`config.mk`:
```
export PLATFORM = sky130hd
export DESIGN_NAME = vga_data_check
export DESIGN_NICKNAME = d
export VERILOG_FILES = /design/src/rtl/vga_data_check.sv
export SDC_FILE = /design/constraint.sdc
export NUM_CORES = 1
export LEC_CHECK = 0
export CORE_MARGIN = 8
export CORE_UTILIZATION = 45
export CTS_BUF_LIST = sky130_fd_sc_hd__clkbuf_8
export CTS_CLUSTER_DIAMETER = 60
export DETAILED_ROUTE_END_ITERATION = 10
export HOLD_SLACK_MARGIN = 0.12
export PLACE_DENSITY = 0.78
export SYNTH_ARGS = -nofsm -noshare
export SYNTH_HDL_FRONTEND = slang
export SYNTH_SLANG_ARGS = --single-unit
```
`constraint.sdc`:
```
create_clock -name clk -period 4.4 [get_ports clk]
set_input_delay 0.88 -clock clk [delete_from_list [all_inputs] [get_ports clk]]
set_output_delay 0.88 -clock clk [all_outputs]
set_load 0.05 [all_outputs]
```
`src/rtl/vga_data_check.sv`:
```
// Frame readback checker: compares each accepted word against an incrementing
// 10-bit pixel index and reports mismatch count, first error position and pass/fail.
module vga_data_check #(
    parameter int DATA_DEPTH = 1024*768,
    parameter int SPAN_NUM   = 1
) (
    input  logic        clk,
    input  logic        rst_n,
    input  logic        start_i,
    output logic        rd_req,
    input  logic        din_valid,
    input  logic [15:0] din,
    output logic        busy,
    output logic        done,
    output logic        pass,
    output logic [15:0] err_cnt,
    output logic [19:0] first_err_addr
);

    localparam logic [19:0] LAST_WORD = 20'(DATA_DEPTH - 1);
    localparam logic [9:0]  SPAN_STEP = 10'(SPAN_NUM);

    typedef enum logic [1:0] {
        IDLE,
        PRE_READ,
        READING,
        COMPLETE
    } state_t;

    state_t      state;
    logic [2:0]  start_sync;
    logic        start_pulse;
    logic [9:0]  pixel_init;
    logic [9:0]  expected;
    logic [19:0] word_cnt;
    logic        first_seen;
    logic        accept;
    logic        mismatch;

    // start_i toggles in a foreign domain; any edge of the synchronised level is a request
    assign start_pulse = start_sync[1] ^ start_sync[2];
    assign accept      = (state == READING) && din_valid;
    assign mismatch    = din != {6'd0, expected};

    // NOTE: sequential state uses non-blocking assignments so every flop samples pre-edge values.
    always_ff @(posedge clk or negedge rst_n) begin
        if (!rst_n) begin
            start_sync <= 3'b000;
        end else begin
            start_sync <= {start_sync[1:0], start_i};
        end
    end

    always_ff @(posedge clk or negedge rst_n) begin
        if (!rst_n) begin
            state          <= IDLE;
            pixel_init     <= 10'd0;
            expected       <= 10'd0;
            word_cnt       <= 20'd0;
            first_seen     <= 1'b0;
            rd_req         <= 1'b0;
            busy           <= 1'b0;
            done           <= 1'b0;
            pass           <= 1'b0;
            err_cnt        <= 16'd0;
            first_err_addr <= 20'd0;
        end else begin
            done <= 1'b0;
            case (state)
                IDLE: begin
                    if (start_pulse) begin
                        state <= PRE_READ;
                        busy  <= 1'b1;
                    end
                end
                PRE_READ: begin
                    expected       <= pixel_init;
                    word_cnt       <= 20'd0;
                    err_cnt        <= 16'd0;
                    first_err_addr <= 20'd0;
                    first_seen     <= 1'b0;
                    pass           <= 1'b0;
                    rd_req         <= 1'b1;
                    state          <= READING;
                end
                READING: begin
                    if (accept) begin
                        word_cnt <= word_cnt + 20'd1;
                        expected <= expected + 10'd1;
                        if (mismatch) begin
                            if (err_cnt != 16'hFFFF) begin
                                err_cnt <= err_cnt + 16'd1;
                            end
                            if (!first_seen) begin
                                first_seen     <= 1'b1;
                                first_err_addr <= word_cnt;
                            end
                        end
                        // Frame length is counted in accepted words; din_valid gaps just stall
                        if (word_cnt == LAST_WORD) begin
                            rd_req <= 1'b0;
                            state  <= COMPLETE;
                        end
                    end
                end
                COMPLETE: begin
                    pixel_init <= pixel_init + SPAN_STEP;
                    busy       <= 1'b0;
                    done       <= 1'b1;
                    pass       <= (err_cnt == 16'd0);
                    state      <= IDLE;
                end
                default: state <= IDLE;
            endcase
        end
    end

endmodule
```
==> metrics list, run 1 <==
- Outcome: complete, no violations
* Path type of the worst setup path: register to register
- Across every metal layer, demand over resource in global routing totals 0.161.
- Number of buffers inserted during clock tree synthesis: 9
- The clock period could shrink to between 3 and 4 ns.
- Worst R2R End: err_cnt[15]
* Worst hold margin: 0.356 ns
* Via count of the first global-routing pass: 3588
- GPL Wtd Cong: 0.825
- The number of max-slew violations in the final report was 0.
- Post-Syn Area: 4500 sq um
- Residual antenna-violating net count after detailed routing: 0
- TritonCTS built the clock tree.
- The startpoint identified for the worst register-to-register timing path is state[0].
- Critical path required time: 4.66 ns
* Root buffer selected by CTS: sky130_fd_sc_hd__clkbuf_8
- Count of placed standard cells in the final layout, fillers left out: 660
- The die covers 13500 sq um.
- Critical path data arrival time: between 3 and 4 ns
- Setup repair after global routing left no endpoint under its margin.
- After synthesis the netlist holds a flip-flop and latch count of 86.
- Half-perimeter wire length of the detailed placement result: 7280 um
- CTS clk-pin slew, worst paths: about 0.09 ns
- The library cell used most frequently in the layout, excluding fill and tap cells, is sky130_fd_sc_hd__dfrtp_1.
* Worst VDD drop: ~0.35 mV
- Dividing the detail-routed via count by the number of cells gives 5.59.
- Die Y-Extent: between 100 and 150 um
- CP endpoint kind: register
* Worst Hold Endpoint: start_sync[1]
- Count of unique library cells instantiated by Yosys: 53
- After detailed routing, the number of remaining DRC violations is 0.
- The number of setup buffers added after CTS is 0.
- Actual transition at the worst max-transition pin: 1.09 ns
- Among all flip-flop cells after synthesis, the most frequent one is sky130_fd_sc_hd__dfrtp_1.
- Non-Filler Cell Area, Final: 5380 sq um
- Upper clock frequency limit: 0.328 GHz
- For this configuration, the core starts out at a cell density of 0.463.
- Placed cell count: between 600 and 700
- For this run, the register share of the synthesized area comes to 0.478.
- Summed over all cells, the static leakage comes to 2.17 nW.
- Dividing the final minimum period by the clock period gives 0.694.
- During I/O placement, the number of pins put on the boundary was 60.
- Counting every instance in the synthesized netlist gives 473.
- Std-Cell Rows: 36
- For this run, the number of Yosys warnings is 0.
- Number of synthesized flops with an enable pin: 0
- Clock tree sinks: 86
- CP startpoint kind: register
- CTS H-tree depth: 3
- Counting cells, the worst reg-to-reg path comes to 6.
- Share of flip-flops with an asynchronous set or reset after synthesis: 1.00
- Buffers inserted to repair hold after CTS numbered 0.
- The worst hold path belongs to the class register to register.
* Initial antenna violation count: 0
- The first detailed-routing pass ran for 4 iterations.
- Core Box Area: about 9700 sq um
- Maximum fanout along the worst path: 28
- The repair_antennas step left the layout with diodes totalling 0.
- Biggest cell delay along the critical path: approximately 0.79 ns
- Average wire length per cell after detail routing: 15.7 um
- Post-placement cell area: 5170 sq um
- Headroom to the max-slew limit came out at 0.270.
- Via count of the routed design: 3689
- For this block, the initial DRC count from the detailed router was between 200 and 300.
* Total count of hold-check failures in the final report: 0
* Setup slack, reg-to-reg: between 1 and 1.5 ns
- Max clock buf depth: 2
- By area the synthesized netlist is led by sky130_fd_sc_hd__dfrtp_1 48%, sky130_fd_sc_hd__nand2_1 7.1%, sky130_fd_sc_hd__xnor2_1 3.9%.
- Of the cells placed in the final design, the portion with a size suffix greater than 1 is 0.0683.
* Final count of negative-setup-slack endpoints: 0
- Launch instance of the worst min-delay path: start_sync[0]
* Final net count: between 500 and 600
- Synthesis produced a netlist with a net count of 502.
* FILL cells: 893
- Power spread over the standard cell area amounts to 550 nW/um^2.
- Summed over all layers, the global routing overflow is 0.
- sky130_fd_sc_hd__dfrtp_1 takes more of the synthesized area than any other cell.
- For the worst-skew pair, the clock arrives at the later sink with an insertion delay of about 0.36 ns.
* Post-Syn Area per Cell: 9.52 sq um
- Total of cells resized after clock tree synthesis: 0
- Count of buffers from port buffering: 59
- The share of synthesized area in the top cell type comes to 0.478.
- Critical-path top delay cell: sky130_fd_sc_hd__a31oi_2
- The first global-routing pass estimated 17400 um of wire.
- Crit path cell chain: inv_1 -> ha_1 -> nand2_1 -> a31oi_2 -> o211ai_1 -> a22o_1
* Post-Route Setup TNS: 0 ns
* Maximum number of pins on one net before global-route repair: 87
- Max-cap violations in this run came to 0.
- Die W: 116 um
- The top cell types in the final layout, fill and taps aside, are 86 x sky130_fd_sc_hd__dfrtp_1, 85 x sky130_fd_sc_hd__nand2_1, 58 x sky130_fd_sc_hd__clkdlybuf4s50_1.
- Hold Path Cell Cnt: 0
* Total wirelength of the detailed-routed design: roughly 10000 um
* Layout area overhead: 19.5%
- Across the routed clock network, the largest skew measured is 0.0115 ns.
## per-layer routing
| metal | wire length [um] | track usage |
|---|---|---|
| met1 | 4560 | 0.202 |
| met2 | 4930 | 0.264 |
| met3 | 717 | 0.0485 |
| met4 | 158 | 0.0441 |
| met5 | 0 | 0 |
## cell type report
cell class | instances | area (sq um) | share of cell area
Clock buffer | 9 | 124 | 0.0230
Tap cell | 133 | 166 | 0.0309
Inverter | 16 | 60.1 | 0.0112
Clock inverter | 7 | 81.3 | 0.0151
Sequential cell | 86 | 2150 | 0.400
Multi-Input combinational cell | 346 | 2180 | 0.405
Timing Repair Buffer | 63 | 618 | 0.115
## critical path, delay by kind of cell (launching register included)
kind | cells | cell delay [ns]
AOI/OAI and AO/OA | 3 | 1.21
adders and majority gates | 1 | 0.75
buffers and inverters | 1 | 0.10
DFF | 1 | 0.42
and+or+nand+nor | 1 | 0.47
## power by group
group | internal (W) | switching (W) | leakage, nW
combinational | 0.000457 | 0.000759 | 0.918
clock | 0.000270 | 0.000306 | 0.106
sequential | 0.000951 | 0.000217 | 1.14
total | 0.00168 | 0.00128 | 2.17
## kinds of logic after synthesis
| family | synth area share |
|---|---|
| compound gates | 0.135 |
| xor+xnor | 0.0681 |
| fa+ha+maj | 0.0250 |
| simple gates | 0.219 |
| flops | 0.478 |
| buf+inv | 0.0406 |
| mux | 0.0339 |
## stage by stage
stage               power, W  utilization  worst slack (ns)
global route         0.00315        0.553              1.05
global placement     0.00234        0.532              1.24
floorplan            0.00204            -              2.23
finish               0.00296        0.553              1.35
CTS                  0.00298        0.553              1.35
detailed placement   0.00239        0.532              1.10
## worst max-delay path by stage
stage	startpoint	end	slack, ns	cells past startpoint
global placement	din_valid	err_cnt[10]	1.24	5
CTS	state[0]	err_cnt[15]	1.35	6
floorplan	din[3]	err_cnt[11]	2.23	6
finish	state[0]	err_cnt[15]	1.35	6
global route	state[0]	err_cnt[15]	1.05	6
detailed placement	din_valid	err_cnt[15]	1.10	5
## synth_stat cells, drive strengths merged (4+ instances only)
cell,n
nor3,5
inv,16
and3,8
and2,4
nor4,9
nor4b,4
clkbuf,14
buf,11
nor2,19
xor2,15
nor2b,9
nand4,17
o211ai,18
ha,9
mux2i,13
a21oi,8
o21ai,37
nand2,85
dfrtp,86
nand3,24
a211oi,5
xnor2,20
a22o,5
## registers in the layout, indices dropped and copies added, names as in the netlist
register / count
first_err_addr: 20
word_cnt: 20
err_cnt: 16
expected: 10
pixel_init: 10
start_sync: 3
state: 2
busy: 1
done: 1
first_seen: 1
pass: 1
rd_req: 1
(Power assumes the default switching activity.)
==> run 2: changes to the inputs <==
- PLACE_DENSITY: 0.78 -> 0.81
- clock period: 4.4 -> 2.6 ns (I/O delays scaled with it)
==> run 2 against run 1 <==
  * Worst setup slack worse by 1.1 ns
  * Die area stayed put
  * Clock skew is 0.0016 ns lower
  * Clock power is 59% higher
  * Combinational power is 75% higher
  * Worst hold slack worse by 0.21 ns
  * Global-route usage is 0.30 points higher
  * Critical path depth stayed put
  * Flip-flop and latch count stayed put
  * Sequential share of layout area is 0.55 points lower
  * Register-to-register slack worse by 1.1 ns
  * First-iteration DRC count is 15% lower
  * Critical endpoint is now err_cnt[12]
  * Largest cell class unchanged
  * Largest power group unchanged
==> metrics list, run 2 (synthesis results as in run 1) <==
- Starting DRT DRC Count: 237
* Initial antenna violation count: 0
- Die Y-Extent: 116 um
- Regs by FF count: first_err_addr: 20 flops, word_cnt: 20 flops, err_cnt: 16 flops
- The worst-case IR drop observed on VDD is 0.599 mV.
- Clock latency reported for the late side of the worst-skew pair: 0.37 ns
- Root buffer selected by CTS: sky130_fd_sc_hd__clkbuf_8
* Path type of the worst setup path: primary input to register
- The worst register-to-register path has a setup slack of roughly 0.23 ns.
* Via count of the routed design: 3711
- Total wirelength of the detailed-routed design: between 10000 and 15000 um
- Critical path data arrival time: 2.61 ns
- Post-CTS setup repair buffer count: 0
- Max-cap violations in this run came to 0.
- Footprint of the multi-input gates: 2180 sq um
* Cts-stage hold buffer count: 0
- First-pass detailed-route iteration total: 4
* Max clock buf depth: 2
- Setup repair after global routing left no endpoint under its margin.
- Clock tree sinks: 86
* Leak pwr: 2.21 nW
- After floorplanning, the core was divided into 36 placement rows.
- At the end of the flow the core is filled with cells to 0.561.
- TritonCTS built the clock tree.
- Number of top-level design ports: 60
- In this run the remaining antenna-violating nets after routing total 0.
- Via density per instance: 5.55
* Overflow left after global routing: 0
- Half-perimeter wire length of the detailed placement result: between 7000 and 8000 um
- Most used cells in the layout excluding fill and tap cells: 86 x sky130_fd_sc_hd__dfrtp_1, 85 x sky130_fd_sc_hd__nand2_1, 58 x sky130_fd_sc_hd__clkdlybuf4s50_1
- The number of max-slew violations in the final report came to 0.
* Post-Route Setup TNS: 0 ns
* CTS clk-pin slew, worst paths: 0.09 ns
* Maximum fanout along the worst path: 16
- Final critical-path required period: 2.40 ns
* Actual transition at the worst max-transition pin: between 0.8 and 0.9 ns
- The flow ran to the end, and the final reports show no timing, DRC or antenna violations.
- After the last flow step, the layout net total stands at 560.
* Final count of negative-setup-slack endpoints: 0
- Leaving out fill and tap cells, the most frequent cell in the layout is sky130_fd_sc_hd__dfrtp_1.
- Worst hold margin: 0.144 ns
- Count of buffers from port buffering: 59
- CTS H-tree depth: 3
* Upper clock frequency limit: 0.416 GHz
- CP endpoint kind: register
- FILL cells: 895
- In the final layout, the share of cells above drive strength 1 is 0.0840.
* GPL Wtd Cong: 0.836
- Data on the critical path is required at its endpoint by between 2 and 3 ns.
* Total power per unit cell area: 921 nW/um^2
* Combined flip-flop and latch cell area: around 2200 sq um
- Worst min-delay path class: primary input to async pin
- Average wire length per cell after detail routing: 15.8 um
- Total of cells resized after clock tree synthesis: 0
- Entering global routing, the biggest net connects 47 pins.
- The clock arrives with 0.00999 ns of skew.
* Global-route total usage across every layer: 0.164
* Die W: 116 um
- Total count of hold-check failures in the final report: 0
* Tcrit/Tclk final: 0.924
* Layout area overhead: 21.2%
- The number of antenna diodes in the final layout is 0.
* Number of buffers inserted during clock tree synthesis: 9
- CP startpoint kind: primary input
- Total power draw: 0.00502 W
- Area of the die: ~13000 sq um
- The number of global-route vias before repair came to ~3600.
* Starting density of the core: 0.463
- For this run, design rule violations remaining after detail routing come to 0.
* Wire length of the first global-routing pass: 17800 um
* Core Box Area: 9730 sq um
* Slew HR: 0.427
[run 2: power by group]
group,internal [W],total [W],switching (W)
clock,0.000371,0.000917,0.000547
combinational,0.000820,0.00214,0.00132
sequential,0.00161,0.00197,0.000361
[run 2: worst paths after layout]
kind / from / endpoint / depth (start not counted)
max: din[4] / err_cnt[12] / 6
min: rst_n / first_err_addr[3] / 1
max reg2reg: state[0] / err_cnt[12] / 8
min reg2reg: start_sync[0] / start_sync[1] / 0
max in group asynchronous: rst_n / expected[0] / 2
min in group clk: start_sync[0] / start_sync[1] / 0
[run 2: through the flow]
stage | setup WS [ns] | cells | instance area, sq um
after floorplan | 0.492 | 473 | 4500
after global placement | -0.0181 | 653 | 5270
after detailed placement | -0.140 | 653 | 5270
after CTS | 0.251 | 669 | 5460
after global routing | 0.0568 | 669 | 5460
final | 0.198 | 669 | 5460
[run 2: layout make-up]
cell class / instances / area share
Clock buffer: 9 / 0.0227
Clock inverter: 7 / 0.0117
Sequential cell: 86 / 0.394
Tap cell: 133 / 0.0305
Timing Repair Buffer: 72 / 0.130
Inverter: 16 / 0.0110
Multi-Input combinational cell: 346 / 0.399
[run 2: critical path, stage by stage]
cell,delay (ns)
sky130_fd_sc_hd__clkdlybuf4s50_1,0.41
sky130_fd_sc_hd__xor2_1,0.15
sky130_fd_sc_hd__nor4_2,0.59
sky130_fd_sc_hd__a31oi_2,0.44
sky130_fd_sc_hd__o2111ai_1,0.33
sky130_fd_sc_hd__o221ai_1,0.16
[run 2: layer usage]
layer,part of all wire,GRT usage,vias up
li1,-,-,1790
met1,0.42,0.204,1805
met2,0.50,0.272,106
met3,0.068,0.0469,10
met4,0.0095,0.0458,0
met5,0,0,-
